**src/rtl/ysyx_23060208_lsu.sv**
```systemverilog
// ysyx_23060208_lsu: single-outstanding load/store unit. Accepts one request
// at a time on a valid/ready port, issues it on AXI-lite style AR/R or
// AW/W/B channels, and returns one response (data, register index, error).

module ysyx_23060208_lsu #(
    parameter int DATA_WIDTH = 32,
    parameter int ADDR_WIDTH = 32,
    parameter int REG_WIDTH  = 5,
    parameter int TIMEOUT    = 0
) (
    input  logic                    clk,
    input  logic                    rst,

    input  logic                    req_valid,
    output logic                    req_ready,
    input  logic                    req_is_store,
    input  logic [1:0]              req_size,
    input  logic                    req_unsigned,
    input  logic [ADDR_WIDTH-1:0]   req_addr,
    input  logic [DATA_WIDTH-1:0]   req_wdata,
    input  logic [REG_WIDTH-1:0]    req_rd,

    output logic                    resp_valid,
    input  logic                    resp_ready,
    output logic [DATA_WIDTH-1:0]   resp_rdata,
    output logic [REG_WIDTH-1:0]    resp_rd,
    output logic                    resp_is_store,
    output logic [1:0]              resp_err,

    output logic [ADDR_WIDTH-1:0]   awaddr,
    output logic                    awvalid,
    input  logic                    awready,

    output logic [DATA_WIDTH-1:0]   wdata,
    output logic [DATA_WIDTH/8-1:0] wstrb,
    output logic                    wvalid,
    input  logic                    wready,

    input  logic [1:0]              bresp,
    input  logic                    bvalid,
    output logic                    bready,

    output logic [ADDR_WIDTH-1:0]   araddr,
    output logic                    arvalid,
    input  logic                    arready,

    input  logic [DATA_WIDTH-1:0]   rdata,
    input  logic [1:0]              rresp,
    input  logic                    rvalid,
    output logic                    rready,

    output logic                    busy
);

    localparam int unsigned DW     = DATA_WIDTH;
    localparam int unsigned STRB_W = DATA_WIDTH / 8;
    localparam int unsigned OFF_W  = $clog2(STRB_W);
    localparam int unsigned TO_W   = (TIMEOUT > 1) ? $clog2(TIMEOUT) : 1;
    localparam logic [TO_W-1:0] TO_LAST = TO_W'((TIMEOUT > 0) ? TIMEOUT - 1 : 0);

    localparam logic [2:0] S_IDLE = 3'd0;
    localparam logic [2:0] S_AR   = 3'd1;
    localparam logic [2:0] S_R    = 3'd2;
    localparam logic [2:0] S_AWW  = 3'd3;
    localparam logic [2:0] S_B    = 3'd4;
    localparam logic [2:0] S_RESP = 3'd5;

    localparam logic [1:0] ERR_OK       = 2'b00;
    localparam logic [1:0] ERR_MISALIGN = 2'b01;
    localparam logic [1:0] ERR_BUS      = 2'b10;
    localparam logic [1:0] ERR_TIMEOUT  = 2'b11;

    logic [2:0]            state;
    logic                  is_store_q;
    logic [1:0]            size_q;
    logic                  unsigned_q;
    logic [ADDR_WIDTH-1:0] addr_q;
    logic [DATA_WIDTH-1:0] wdata_q;
    logic [REG_WIDTH-1:0]  rd_q;
    logic                  aw_pend;
    logic                  w_pend;
    logic [TO_W-1:0]       to_cnt;
    logic [DATA_WIDTH-1:0] rdata_q;
    logic [1:0]            err_q;

    logic                  req_accept;
    logic                  req_misaligned;
    logic                  timeout_hit;
    logic [OFF_W-1:0]      offset;
    logic [31:0]           off_bytes;
    logic [31:0]           nbytes;
    logic [31:0]           nbits;
    logic [ADDR_WIDTH-1:0] bus_addr;
    logic [DATA_WIDTH-1:0] lane;
    logic                  lane_sign;
    logic                  lane_fill;
    logic [DATA_WIDTH-1:0] load_data;
    logic                  aw_done;
    logic                  w_done;

    assign req_accept  = req_valid && req_ready;
    assign timeout_hit = (TIMEOUT != 0) && (to_cnt == TO_LAST);

    assign offset    = addr_q[OFF_W-1:0];
    assign off_bytes = 32'(offset);
    assign nbytes    = 32'd1 << size_q;
    assign nbits     = 32'd8 << size_q;
    assign bus_addr  = {addr_q[ADDR_WIDTH-1:OFF_W], {OFF_W{1'b0}}};

    // Status and handshake outputs decoded from the current state
    assign req_ready     = (state == S_IDLE);
    assign busy          = (state != S_IDLE);
    assign arvalid       = (state == S_AR);
    assign rready        = (state == S_R);
    assign awvalid       = (state == S_AWW) && aw_pend;
    assign wvalid        = (state == S_AWW) && w_pend;
    assign bready        = (state == S_B);
    assign resp_valid    = (state == S_RESP);
    assign resp_rdata    = rdata_q;
    assign resp_err      = err_q;
    assign resp_rd       = rd_q;
    assign resp_is_store = is_store_q;

    // Write/read channel payloads derived from the registered request
    assign araddr = bus_addr;
    assign awaddr = bus_addr;
    assign wdata  = wdata_q << {offset, 3'b000};

    // Channel completes when it already handshook or handshakes this cycle
    assign aw_done = !aw_pend || awready;
    assign w_done  = !w_pend || wready;

    // Alignment check on the incoming request; dword is illegal on a 32-bit bus
    always_comb begin
        req_misaligned = 1'b0;
        case (req_size)
            2'd0:    req_misaligned = 1'b0;
            2'd1:    req_misaligned = req_addr[0];
            2'd2:    req_misaligned = |req_addr[1:0];
            default: req_misaligned = (DATA_WIDTH == 32) ? 1'b1 : |req_addr[2:0];
        endcase
    end

    // Byte strobes: N contiguous lanes starting at the address offset
    always_comb begin
        wstrb = '0;
        for (int unsigned i = 0; i < STRB_W; i++) begin
            wstrb[i] = (i >= off_bytes) && (i < off_bytes + nbytes);
        end
    end

    // Load lane extraction with sign or zero extension above the access size
    assign lane = rdata >> {offset, 3'b000};

    always_comb begin
        case (size_q)
            2'd0:    lane_sign = lane[7];
            2'd1:    lane_sign = lane[15];
            2'd2:    lane_sign = lane[31];
            default: lane_sign = lane[DATA_WIDTH-1];
        endcase
        lane_fill = lane_sign & ~unsigned_q;
        load_data = '0;
        for (int unsigned i = 0; i < DW; i++) begin
            load_data[i] = (i < nbits) ? lane[i] : lane_fill;
        end
    end

    // Transaction FSM, request capture, response payload and timeout counter
    always_ff @(posedge clk) begin
        if (!rst) begin
            state      <= S_IDLE;
            is_store_q <= 1'b0;
            size_q     <= 2'd0;
            unsigned_q <= 1'b0;
            addr_q     <= '0;
            wdata_q    <= '0;
            rd_q       <= '0;
            aw_pend    <= 1'b0;
            w_pend     <= 1'b0;
            to_cnt     <= '0;
            rdata_q    <= '0;
            err_q      <= ERR_OK;
        end else begin
            case (state)
                S_IDLE: begin
                    if (req_accept) begin
                        is_store_q <= req_is_store;
                        size_q     <= req_size;
                        unsigned_q <= req_unsigned;
                        addr_q     <= req_addr;
                        wdata_q    <= req_wdata;
                        rd_q       <= req_rd;
                        rdata_q    <= '0;
                        err_q      <= ERR_OK;
                        if (req_misaligned) begin
                            err_q <= ERR_MISALIGN;
                            state <= S_RESP;
                        end else if (req_is_store) begin
                            aw_pend <= 1'b1;
                            w_pend  <= 1'b1;
                            state   <= S_AWW;
                        end else begin
                            state <= S_AR;
                        end
                    end
                end
                S_AR: begin
                    if (arready) begin
                        to_cnt <= '0;
                        state  <= S_R;
                    end
                end
                S_R: begin
                    if (rvalid) begin
                        if (rresp != 2'b00) begin
                            err_q   <= ERR_BUS;
                            rdata_q <= '0;
                        end else begin
                            rdata_q <= load_data;
                        end
                        state <= S_RESP;
                    end else if (timeout_hit) begin
                        err_q <= ERR_TIMEOUT;
                        state <= S_RESP;
                    end else if (TIMEOUT != 0) begin
                        to_cnt <= to_cnt + TO_W'(1);
                    end
                end
                S_AWW: begin
                    if (aw_pend && awready) aw_pend <= 1'b0;
                    if (w_pend && wready)   w_pend  <= 1'b0;
                    if (aw_done && w_done) begin
                        to_cnt <= '0;
                        state  <= S_B;
                    end
                end
                S_B: begin
                    if (bvalid) begin
                        err_q <= (bresp != 2'b00) ? ERR_BUS : ERR_OK;
                        state <= S_RESP;
                    end else if (timeout_hit) begin
                        err_q <= ERR_TIMEOUT;
                        state <= S_RESP;
                    end else if (TIMEOUT != 0) begin
                        to_cnt <= to_cnt + TO_W'(1);
                    end
                end
                S_RESP: begin
                    if (resp_ready) state <= S_IDLE;
                end
                default: state <= S_IDLE;
            endcase
        end
    end

endmodule

```
**config.mk**
```make
export PLATFORM = sky130hd
export DESIGN_NAME = ysyx_23060208_lsu
export DESIGN_NICKNAME = d
export VERILOG_FILES = /design/src/rtl/ysyx_23060208_lsu.sv
export SDC_FILE = /design/constraint.sdc
export NUM_CORES = 1
export LEC_CHECK = 0
export ABC_AREA = 1
export BUFFER_PORTS_ARGS = -buffer_cell sky130_fd_sc_hd__buf_2
export CAP_MARGIN = 20
export CORE_MARGIN = 2
export CORE_UTILIZATION = 45
export CTS_CLUSTER_SIZE = 12
export DETAILED_ROUTE_END_ITERATION = 7
export GPL_ROUTABILITY_DRIVEN = 1
export PLACE_DENSITY = 0.86
export SYNTH_ARGS = -nofsm -noshare
export SYNTH_HDL_FRONTEND = slang
export SYNTH_SLANG_ARGS = --single-unit
```
**constraint.sdc**
```tcl
create_clock -name clk -period 2.3 [get_ports clk]
set_input_delay 0.46 -clock clk [delete_from_list [all_inputs] [get_ports clk]]
set_output_delay 0.46 -clock clk [all_outputs]
set_load 0.03 [all_outputs]
```
# After elaboration in Yosys (flattened, before gate mapping)
# Index checks and enable logic that the tools add are counted.
classes:
  n_addsub: 1
  bitwise: 2
  eq_ne: 19
  n_mux: 61
  n_reduce_logical: 30
  n_lt_le_gt_ge: 40
  shifts: 4
ops:
  columns: ["cell", "count"]
  rows:
  - ["5-bit by 32-bit less-than comparator with 1-bit output (first input constant)", 16]
  - ["4-bit by 32-bit less-than comparator with 1-bit output (first input constant)", 8]
  - ["1-bit by 32-bit less-than comparator with 1-bit output (first input constant)", 4]
  - ["2-bit by 32-bit less-than comparator with 1-bit output (first input constant)", 4]
  - ["3-bit by 32-bit less-than comparator with 1-bit output (first input constant)", 4]
  - ["32-bit 2-to-1 mux", 3]
  - ["32-bit one-hot mux with 2 select lines", 1]
  - ["1-bit 2-to-1 mux", 38]
  - ["2-bit by 32-bit adder with 32-bit output", 1]
  - ["1-bit by 2-bit left shift with 32-bit output (first input constant)", 1]
  - ["32-bit by 5-bit left shift with 32-bit output", 1]
  - ["4-bit by 2-bit left shift with 32-bit output (first input constant)", 1]
  - ["32-bit by 5-bit right shift with 32-bit output", 1]
  - ["3-bit 2-to-1 mux", 7]
  - ["3-bit one-hot mux with 6 select lines", 1]
  - ["2-bit by 1-bit inequality test with 1-bit output (second input constant)", 8]
  - ["5-bit AND reduction", 3]
  - ["2-bit 2-to-1 mux", 6]
  - ["1-bit logical AND", 10]
  - ["2-bit nonzero test", 4]
  - ["3-bit by 2-bit equality test with 1-bit output (second input constant)", 2]
  - ["3-bit equality test (second input constant)", 2]
  - ["2-bit inequality test (second input constant)", 3]
  - ["1-bit one-hot mux with 2 select lines", 3]
  - ["18 further kinds", 25]
totals:
  regBits: 112
  out_inout_bits: 148

# Depth between registers and ports, before layout
logic_depth:
  word_depth: 7
  ltp_mapped: 11
  ltp_nobuf: 10

# Worst setup path after synthesis
# No wires, ideal clock.
synth_timing:
  path_type: "reg-to-output"
  startpoint: "reg size_q[0]"
  endpoint: "out wstrb[2]"
  stages_incl_launch_ff: 11
  required_ps: 1840
  path_slack_ps: -395
  t_arrival_ps: 2235
  path_buffers: 1
  cell_sequence: "dfxtp_1 nor2_1 clkbuf_1 ha_1 inv_1 fa_1 nand2_1 nand2_1 inv_1 a21oi_1 a21oi_1"
synth_between:
  elab_chain_cells: 4
synth_rtl:
  columns: ["element", "line", "rtl"]
  rows:
  - ["start, declared", "75", "logic [1:0] size_q;"]
  - ["start signal, assigned", "189", "size_q <= req_size;"]
  - ["1-bit by 2-bit left shift with 32-bit output", "106", "assign nbytes = 32'd1 << size_q;"]
  - ["2-bit by 32-bit adder with 32-bit output", "148", "wstrb[i] = (i >= off_bytes) && (i < off_bytes + nbytes);"]
  - ["2-bit by 32-bit less-than comparator with 1-bit output", "148", null]
  - ["1-bit logical AND", "148", null]
  - ["end, declared", "35", "output logic [DATA_WIDTH/8-1:0] wstrb,"]
# Every way passes these cells.

# Worst setup path in the final report
layout_timing:
  startpoint: "reg size_q[1]"
  endpoint: "out wstrb[2]"
# The elaborated chain is that of the path after synthesis.

==> out/metrics.cfg <==
[place]
portBuffers=261
place_inst=1209
place_congestion=0.940
place_hpwl_mm=13.0
dp_slack_ps=54.5

[setup_path]
ff2ff_path_depth=9
path_cells=nor2_4 > ha_2 > inv_2 > fa_2 > a21oi_2 > nand2_1 > nand2_2 > inv_2 > a21oi_2 > a21oi_2 > buf_6
r2r_slack_ps=290
start_kind=flip-flop
r2r-end=resp_rdata[19]
crit_required_ps=1840
r2r_start=addr_q[0]
slowest_stage=fa_2
slowest_delay_ps=360
end_kind=output port
path_class=flip-flop to output port
cp.arrival_ps=2010
cpMostUsedCell=a21oi_2
crit_path_max_fanout=3

[logic_synthesis]
avgSynthCellArea_sq_um=6.74
syn_inst=875
synth.most_common_cell=nand2_1
synth.top_cell.area_share=0.380
seq_area_frac_synth=0.380
synth_edf_count=0
synth_top_cells_by_area=dfxtp_1 (38%), nand2_1 (13%), a21oi_1 (11%)
synth_seq_cells=112
netlist_area_sq_mm=0.00590
ys_warn_count=0
synth-main-ff-cell=dfxtp_1
netlist_top_cells_count=nand2_1 (208), a21oi_1 (131), dfxtp_1 (112)
synthArstFlopShare=0
yosysTopAreaCell=dfxtp_1
synth.distinct_cells=29

[floorplan]
start_util=0.464
die_h_microns=118
core_sq_mm=0.0127
row_count=41
die-area_sq_mm=0.0140
ios=266
dieWidth_microns=118

[power_and_ir_drop]
vdd_ir_drop_max_uv=658
power_leakage_uw=0.00362
powerDensity_mw_per_mm2=1240

[timing]
slew_headroom=0.636
clock_skew_ps=5.97
final_max_slew_viol_count=0
setup_viol=3
fin_crit_sh=1.07
worst_pin_slew_ps=540
hold_viol_final=0
worst_slack_ps=-168
period_minus_slack_ps=2470
grt_setup_unrepaired=true
max_freq_mhz=405

[clock_tree]
cts-root-buf=clkbuf_16
cts_hold_buf=0
clock_latency_ps=350
clock-sinks=112
clock_path_buffers=2
cts_tree=yes
cts_buffers=9
clk_pin_slew_ps=80
htree_levels=3

[drt]
dr.pass1.iters=5
ant_nets=0
drtIter0Drc=619
routed-via-count=6523
drc_errors=0
avgViaCountPerCell=5.29
finalWirelength_mm=18.2
routedWlPerCell_microns=14.7

[grt]
grtUsageTotal=0.248
grt_max_degree=95
grt_overflow=0
antenna_found_initial=2
grt_first_pass_wirelength_mm=28.6
grt_pass1_vias=5892

[final_layout]
fin_cells=1234
area_growth_pct=25.6
layout-drive-gt1-share=0.332
nets=1177

[hold_path]
hp-start=req_wdata[17]
min_path_cells=3
hold_end=wdata_q[17]
hp-class=input port to flip-flop

[outcome]
status=complete, but fails checks
violations=setup timing

[job]
cap_violations=0

## cell usage in the layout (no fill, tap or decap), types with 2 or more instances in the layout
cell        count
dfxtp_2         3
buf_2         254
buf_12          3
or2_2           8
clkinvlp_4      4
inv_2           9
a22oi_2         7
conb_1          4
nand3_2         2
a22oi_1         7
clkbuf_16      10
buf_6           6
nor2_1         73
nand3_1        75
dfxtp_1       108
nand2_2         4
buf_4          24
nand2_1       206
inv_1          41
nor3_1          3
o21ai_1         3
a21oi_2         4
a21oi_1       127
o22ai_1         7
o21ai_0        49
o221ai_1        2
## critical path: cells and delay by family, from the launching register on
| kind | cells | cell delay [ps] |
|---|---|---|
| adders and majority gates | 2 | 550 |
| DFF | 1 | 350 |
| and+or+nand+nor | 3 | 270 |
| AOI/OAI and AO/OA | 3 | 270 |
| buffers and inverters | 3 | 220 |
## area by class of cell
class                   count  area, sq um
repair buffers            288         1600
inverters                  51          195
fillers                  1257         5310
clock buffers              10          239
repair inverters            1         7.51
multi-input cells         593         2830
diodes                      1         2.50
clock inverters             6         67.6
well taps                 172          215
flip-flops and latches    112         2250
## registers in the layout, summed over array words and instances (netlist names)
signal / flops
state: 3
resp_is_store: 1
unsigned_q: 1
addr_q: 32
resp_err: 2
aw_pend: 1
size_q: 2
resp_rdata: 32
w_pend: 1
resp_rd: 5
wdata_q: 32
## cell families after synthesis
| family | after synthesis | share of synthesized area |
|---|---|---|
| AO/OA/AOI/OAI | 210 | 0.189 |
| buffers and inverters | 173 | 0.156 |
| other | 1 | 0.000636 |
| flip-flops | 112 | 0.380 |
| AND/OR/NAND/NOR | 376 | 0.267 |
| adder cells (fa/ha/maj) | 3 | 0.00764 |
## repair_timing
item                                    4_1_cts  5_1_grt
resized for setup                            23       26
endpoints found under the setup margin       21       22
buffers inserted                              4        2
hold endpoints to repair                      0        0
cloned                                        1        1
pin swaps                                     4        4
## per-layer routing
metal,global-route usage,part of all wire,vias to the layer above
met5,0,0.00044,-
met4,0.0856,0.023,2
met3,0.0671,0.098,35
met2,0.402,0.48,362
met1,0.318,0.40,2974
li1,-,-,3150
## worst max-delay path by stage
stage / start / end / slack (ps) / depth (start not counted)
finish: size_q[1] / wstrb[2] / -170 / 11
global route: size_q[0] / wstrb[2] / -270 / 11
CTS: size_q[1] / wstrb[2] / -140 / 11
detailed placement: size_q[0] / wstrb[2] / 50 / 11
global placement: size_q[0] / wstrb[2] / 90 / 11
floorplan: addr_q[1] / wstrb[2] / -100 / 9
## power by group
group	internal, uW	total (uW)	switching [uW]	leakage (uW)
Sequential	2280	2550	263	0.000916
Clock	879	1610	735	0.000145
Combinational	1540	5020	3480	0.00256
Total	4700	9180	4480	0.00362
## metrics by stage
stage / TNS, ps / total power, uW / area (sq um) / util / hold WS [ps]
CTS: -789 / 9000 / 7280 / 0.572 / 358
finish: -349 / 9180 / 7410 / 0.582 / 366
detailed placement: 0 / 7210 / 6870 / 0.540 / 452
global placement: 0 / 7150 / 6870 / 0.540 / 446
global route: -621 / 9740 / 7410 / 0.582 / 361
floorplan: -101 / 6190 / 5920 / - / 440
(Power assumes the default switching activity.)
